`config.mk`:
```
export PLATFORM = sky130hd
export DESIGN_NAME = uart_cmd_decoder
export DESIGN_NICKNAME = d
export VERILOG_FILES = /design/src/rtl/uart_cmd_decoder.sv
export SDC_FILE = /design/constraint.sdc
export NUM_CORES = 1
export LEC_CHECK = 0
export CAP_MARGIN = 15
export CORE_MARGIN = 2
export CORE_UTILIZATION = 40
export DETAILED_ROUTE_END_ITERATION = 12
export SLEW_MARGIN = 20
export SYNTH_ARGS = -nofsm -noshare
export SYNTH_HDL_FRONTEND = slang
export SYNTH_SLANG_ARGS = --single-unit
```
`constraint.sdc`:
```
create_clock -name clk12m -period 2.35 [get_ports clk12m]
set_input_delay 0.47 -clock clk12m [delete_from_list [all_inputs] [get_ports clk12m]]
set_output_delay 0.47 -clock clk12m [all_outputs]
set_load 0.05 [all_outputs]
```
`src/rtl/uart_cmd_decoder.sv`:
```
// Receive-side command parser for the alarm clock: decodes load-time, load-alarm
// and arm-toggle commands from the UART byte stream and returns a one-byte ack.
module uart_cmd_decoder #(
  parameter logic [23:0] TIMEOUT = 24'd12_000_000,
  parameter logic [7:0]  ACK_OK  = 8'h4B,
  parameter logic [7:0]  ACK_ERR = 8'h3F
) (
  input  logic        clk12m,
  input  logic        rst,
  input  logic [7:0]  rx_data,
  input  logic        rx_data_rdy,
  output logic        ld_time,
  output logic        ld_alarm,
  output logic [15:0] time_bcd,
  output logic        alarm_en,
  output logic [7:0]  tx_data,
  output logic        tx_data_rdy,
  output logic        busy
);

  localparam int unsigned ByteW  = 8;
  localparam int unsigned BcdW   = 16;
  localparam int unsigned DigitW = 4;
  localparam int unsigned CntW   = 2;
  localparam int unsigned TmoW   = 24;

  typedef enum logic [1:0] {
    ST_IDLE    = 2'd0,
    ST_DIGITS  = 2'd1,
    ST_WAIT_CR = 2'd2
  } state_t;

  typedef enum logic {
    CMD_TIME  = 1'b0,
    CMD_ALARM = 1'b1
  } cmd_t;

  state_t             state_q, state_d;
  cmd_t               cmd_q, cmd_d;
  logic [CntW-1:0]    cnt_q, cnt_d;
  logic [BcdW-1:0]    buf_q, buf_d;
  logic [TmoW-1:0]    tmo_q, tmo_d;
  logic [BcdW-1:0]    time_bcd_q, time_bcd_d;
  logic               alarm_en_q, alarm_en_d;
  logic               ld_time_q, ld_time_d;
  logic               ld_alarm_q, ld_alarm_d;
  logic [ByteW-1:0]   tx_data_q, tx_data_d;
  logic               tx_rdy_q, tx_rdy_d;
  logic               busy_q, busy_d;

  logic               is_digit;
  logic [DigitW-1:0]  digit;
  logic [DigitW-1:0]  digit_max;

  // Tens positions (0 and 2) allow 0..5, ones positions allow 0..9
  assign is_digit  = (rx_data >= 8'h30) && (rx_data <= 8'h39);
  assign digit     = DigitW'(rx_data - 8'h30);
  assign digit_max = cnt_q[0] ? 4'd9 : 4'd5;

  always_ff @(posedge clk12m) begin
    if (rst) begin
      state_q    <= ST_IDLE;
      cmd_q      <= CMD_TIME;
      cnt_q      <= '0;
      buf_q      <= '0;
      tmo_q      <= '0;
      time_bcd_q <= '0;
      alarm_en_q <= 1'b0;
      ld_time_q  <= 1'b0;
      ld_alarm_q <= 1'b0;
      tx_data_q  <= '0;
      tx_rdy_q   <= 1'b0;
      busy_q     <= 1'b0;
    end else begin
      state_q    <= state_d;
      cmd_q      <= cmd_d;
      cnt_q      <= cnt_d;
      buf_q      <= buf_d;
      tmo_q      <= tmo_d;
      time_bcd_q <= time_bcd_d;
      alarm_en_q <= alarm_en_d;
      ld_time_q  <= ld_time_d;
      ld_alarm_q <= ld_alarm_d;
      tx_data_q  <= tx_data_d;
      tx_rdy_q   <= tx_rdy_d;
      busy_q     <= busy_d;
    end
  end

  always_comb begin
    state_d    = state_q;
    cmd_d      = cmd_q;
    cnt_d      = cnt_q;
    buf_d      = buf_q;
    tmo_d      = tmo_q;
    time_bcd_d = time_bcd_q;
    alarm_en_d = alarm_en_q;
    ld_time_d  = 1'b0;
    ld_alarm_d = 1'b0;
    tx_data_d  = tx_data_q;
    tx_rdy_d   = 1'b0;

    if (rx_data_rdy) begin
      tmo_d = '0;
      case (state_q)
        ST_IDLE: begin
          case (rx_data)
            8'h6C, 8'h4C: begin
              cmd_d   = CMD_TIME;
              cnt_d   = '0;
              buf_d   = '0;
              state_d = ST_DIGITS;
            end
            8'h61, 8'h41: begin
              cmd_d   = CMD_ALARM;
              cnt_d   = '0;
              buf_d   = '0;
              state_d = ST_DIGITS;
            end
            8'h40: begin
              alarm_en_d = ~alarm_en_q;
              tx_data_d  = ACK_OK;
              tx_rdy_d   = 1'b1;
            end
            8'h0D, 8'h0A, 8'h20: begin
            end
            default: begin
              tx_data_d = ACK_ERR;
              tx_rdy_d  = 1'b1;
            end
          endcase
        end
        ST_DIGITS: begin
          if (is_digit && (digit <= digit_max)) begin
            buf_d = {buf_q[BcdW-DigitW-1:0], digit};
            if (cnt_q == 2'd3) begin
              cnt_d   = '0;
              state_d = ST_WAIT_CR;
            end else begin
              cnt_d = cnt_q + 2'd1;
            end
          end else begin
            tx_data_d = ACK_ERR;
            tx_rdy_d  = 1'b1;
            state_d   = ST_IDLE;
          end
        end
        ST_WAIT_CR: begin
          if (rx_data == 8'h0D) begin
            time_bcd_d = buf_q;
            ld_time_d  = (cmd_q == CMD_TIME);
            ld_alarm_d = (cmd_q == CMD_ALARM);
            tx_data_d  = ACK_OK;
          end else begin
            tx_data_d  = ACK_ERR;
          end
          tx_rdy_d = 1'b1;
          state_d  = ST_IDLE;
        end
        default: state_d = ST_IDLE;
      endcase
    end else if (state_q != ST_IDLE) begin
      // A byte in the expiry cycle takes the branch above, so it wins over abort
      if (tmo_q >= TIMEOUT - 24'd1) begin
        tmo_d     = '0;
        tx_data_d = ACK_ERR;
        tx_rdy_d  = 1'b1;
        state_d   = ST_IDLE;
      end else begin
        tmo_d = tmo_q + 24'd1;
      end
    end

    busy_d = (state_d != ST_IDLE);
  end

  assign ld_time     = ld_time_q;
  assign ld_alarm    = ld_alarm_q;
  assign time_bcd    = time_bcd_q;
  assign alarm_en    = alarm_en_q;
  assign tx_data     = tx_data_q;
  assign tx_data_rdy = tx_rdy_q;
  assign busy        = busy_q;

endmodule

```
==> results_dict.tcl <==
set metrics [dict create \
    async_flop_share_pct 0 \
    worstPathRequired_ns 2.63 \
    cts_buffers 9 \
    finalHoldViolCount 0 \
    power_mw 2.39 \
    antenna_found_initial 0 \
    critPathKind "in -> reg" \
    cts_resized 0 \
    synth_mux_area_share_pct 5.01 \
    cp.arrival_ns 2.42 \
    synth_seq_cells 69 \
    period_share_pct 91.0 \
    placed_area_mm2 0.00395 \
    status "finished, final reports clean" \
    synth_flop_cell "dfxtp_1" \
    hold_start "buf_q[3]$_SDFFE_PP0P_" \
    slew_headroom_pct 59.3 \
    root_buffer "clkbuf_8" \
    fin_crit_ns 2.14 \
    setup_tns_ns 0 \
    multiInputGateArea_mm2 0.00180 \
    core_region_area_mm2 0.00822 \
    dp_cells 519 \
    peakVddDrop_mv 0.499 \
    die-area_mm2 0.00924 \
    yosys_warnings 0 \
    routedWlPerCell_um 13.9 \
    cts_hold_buf 0 \
    synth_most_common_cell "dfxtp_1" \
    port_buffers 38 \
    drt_iter0_markers 113 \
    start_util_pct 41.3 \
    power_frac_comb_pct 7.1 \
    synth-simple-area-share_pct 23.0 \
    internal-power_mw 1.83 \
    synth-adder-area-share_pct 2.95 \
    row_count 33 \
    grt_use_total_pct 17.2 \
    overflow 0 \
    switchingPower_mw 0.564 \
    num_vias 2785 \
    critPathLaunchType "input pin" \
    clkTransAtPathRegs_ns 0.08 \
    nets 444 \
    cp-startpoint "rx_data[3]" \
    via_per_inst 5.22 \
    cts_sinks 69 \
    fmax_mhz 467 \
    place.gp.congestion 0.875 \
    p_clk_share_pct 43.8 \
    final_util_pct 50.7 \
    design_area_mm2 0.00416 \
    dr.pass1.iters 4 \
    synth_top_area_share_pct 40.7 \
    yosysTopAreaCell "dfxtp_1" \
    maxCapViolations 0 \
    clockBufferDepth 2 \
    clk_latency_ns 0.35 \
    drc_errors 0 \
    ys_top_cells_by_area "dfxtp_1 (41%), nor3_1 (5.3%), mux2i_1 (5.0%), a21oi_1 (3.8%), o21ai_0 (3.8%)" \
    synthesis.area_mm2 0.00339 \
    antenna_left 0 \
    place_hpwl_mm 5.18 \
    post-place-ws_ns -0.149 \
    maxSlewViolCount 0 \
    synth_seq_area_share_pct 40.7 \
    htreeDepth 3 \
    setup_ws_ns 0.210 \
    post-cts-setup-buffer-count 0 \
    yosys-top-cells-count "dfxtp_1 (69), nor3_1 (36), nand2_1 (32), a21oi_1 (26), o21ai_0 (26)" \
    leakage_nw 1.57 \
    ioPinCount 40 \
    grt_pass1_vias 2683 \
    switching_share_pct 23.6 \
    routed_wl_mm 7.42 \
    fin_cells 534 \
    netlist-cell-type-count 68 \
    cts_tree "built" \
    num-fill-cells 799 \
    post_route_cells_drive_above_1_share_pct 14.5 \
    setup_viol 0 \
    grt_pass1_wl_mm 12.4 \
    synth_top_family_by_area "simple AND/OR/NAND/NOR gates" \
    r2r_start "state_q[0]$_SDFF_PP0_" \
    power_density_mw_per_mm2 575 \
    fin_hold_ws_ns 0.471 \
    die_h_um 96.1 \
    dieWidth_um 96.1 \
    critPathCaptureType "register" \
    rsz0062_at_grt "no" \
    synth_xor_area_share_pct 5.94 \
    synth_compound_area_share_pct 16.0 \
    regArea_mm2 0.00138 \
    synth-edff-count 0 \
    finalClockSkew_ns 0.00870 \
    grt_max_degree 39 \
    hold_class "reg -> reg" \
    cp_max_fo 4 \
    tightest_slew_ns 0.595 \
    syn_to_final_growth_pct 22.7 \
    num_antenna_cells 0 \
    syn_area_per_cell_um2 9.00 \
    synthCells 377 \
    synth_fp_nets 396 \
    seq_power_share_pct 49.1 \
]
[power groups by stage]
| stage | registers (mW) | logic [mW] | clock network, mW |
|---|---|---|---|
| floorplan | 1.22 | 0.0958 | 0 |
| global placement | 1.20 | 0.168 | 0 |
| detailed placement | 1.20 | 0.170 | 0 |
| CTS | 1.18 | 0.170 | 1.08 |
| global route | 1.18 | 0.182 | 1.12 |
| finish | 1.18 | 0.170 | 1.05 |
[sequential cells by signal, indices dropped and copies added, names as in the netlist]
register / count
buf_q: 16
tmo_q: 24
tx_data: 3
ld_time: 1
ld_alarm: 1
cnt_q: 2
tx_data_rdy: 1
busy: 1
alarm_en: 1
state_q: 2
time_bcd: 16
cmd_q: 1
[worst paths after layout]
check	end	slack, ns	depth (start not counted)
max	cnt_q[0]$_SDFFE_PP0P_	0.21	7
min	buf_q[7]$_SDFFE_PP0P_	0.47	2
max reg2reg	tmo_q[22]$_SDFFE_PP0N_	0.25	7
min reg2reg	buf_q[7]$_SDFFE_PP0P_	0.47	2
[per-layer routing]
metal  up-vias  global-route usage, %  share of wire, %
li1       1441                      -                 -
met1      1299                   21.2                49
met2        33                   28.2                47
met3        12                   4.39               2.5
met4         0                   7.86               1.7
met5         -                      0                 0
[layout by cell type, fill, tap and decap left out, types with 14 or more instances in the layout]
cell and instances:
a21oi_1 26, mux2i_1 17, dfxtp_1 69, nand2_1 32, nor3_1 36, o21ai_0 26, xnor2_1 14, clkdlybuf4s50_1 38
buf_4 23, nor2_1 24
[cell families after synthesis]
group / after synthesis
AO/OA/AOI/OAI: 81
XOR/XNOR: 23
adder cells (fa/ha/maj): 8
buffers and inverters: 38
flip-flops: 69
multiplexers: 17
other: 1
AND/OR/NAND/NOR: 140
[worst max-delay path, stage by stage]
cell and delay, ns:
clkdlybuf4s50_1 0.43, ha_1 0.35, a21oi_1 0.23, o2111a_1 0.25, a22oi_2 0.07, or4_1 0.47
a21oi_1 0.14
[area by class of cell]
cell class | instances | share of cell area, %
Tap cell | 105 | 3.16
Multi-Input combinational cell | 270 | 43.2
Clock buffer | 9 | 2.98
Timing Repair Buffer | 63 | 14.2
Clock inverter | 6 | 2.13
Inverter | 12 | 1.08
Sequential cell | 69 | 33.2
(Power assumes the default switching activity.)
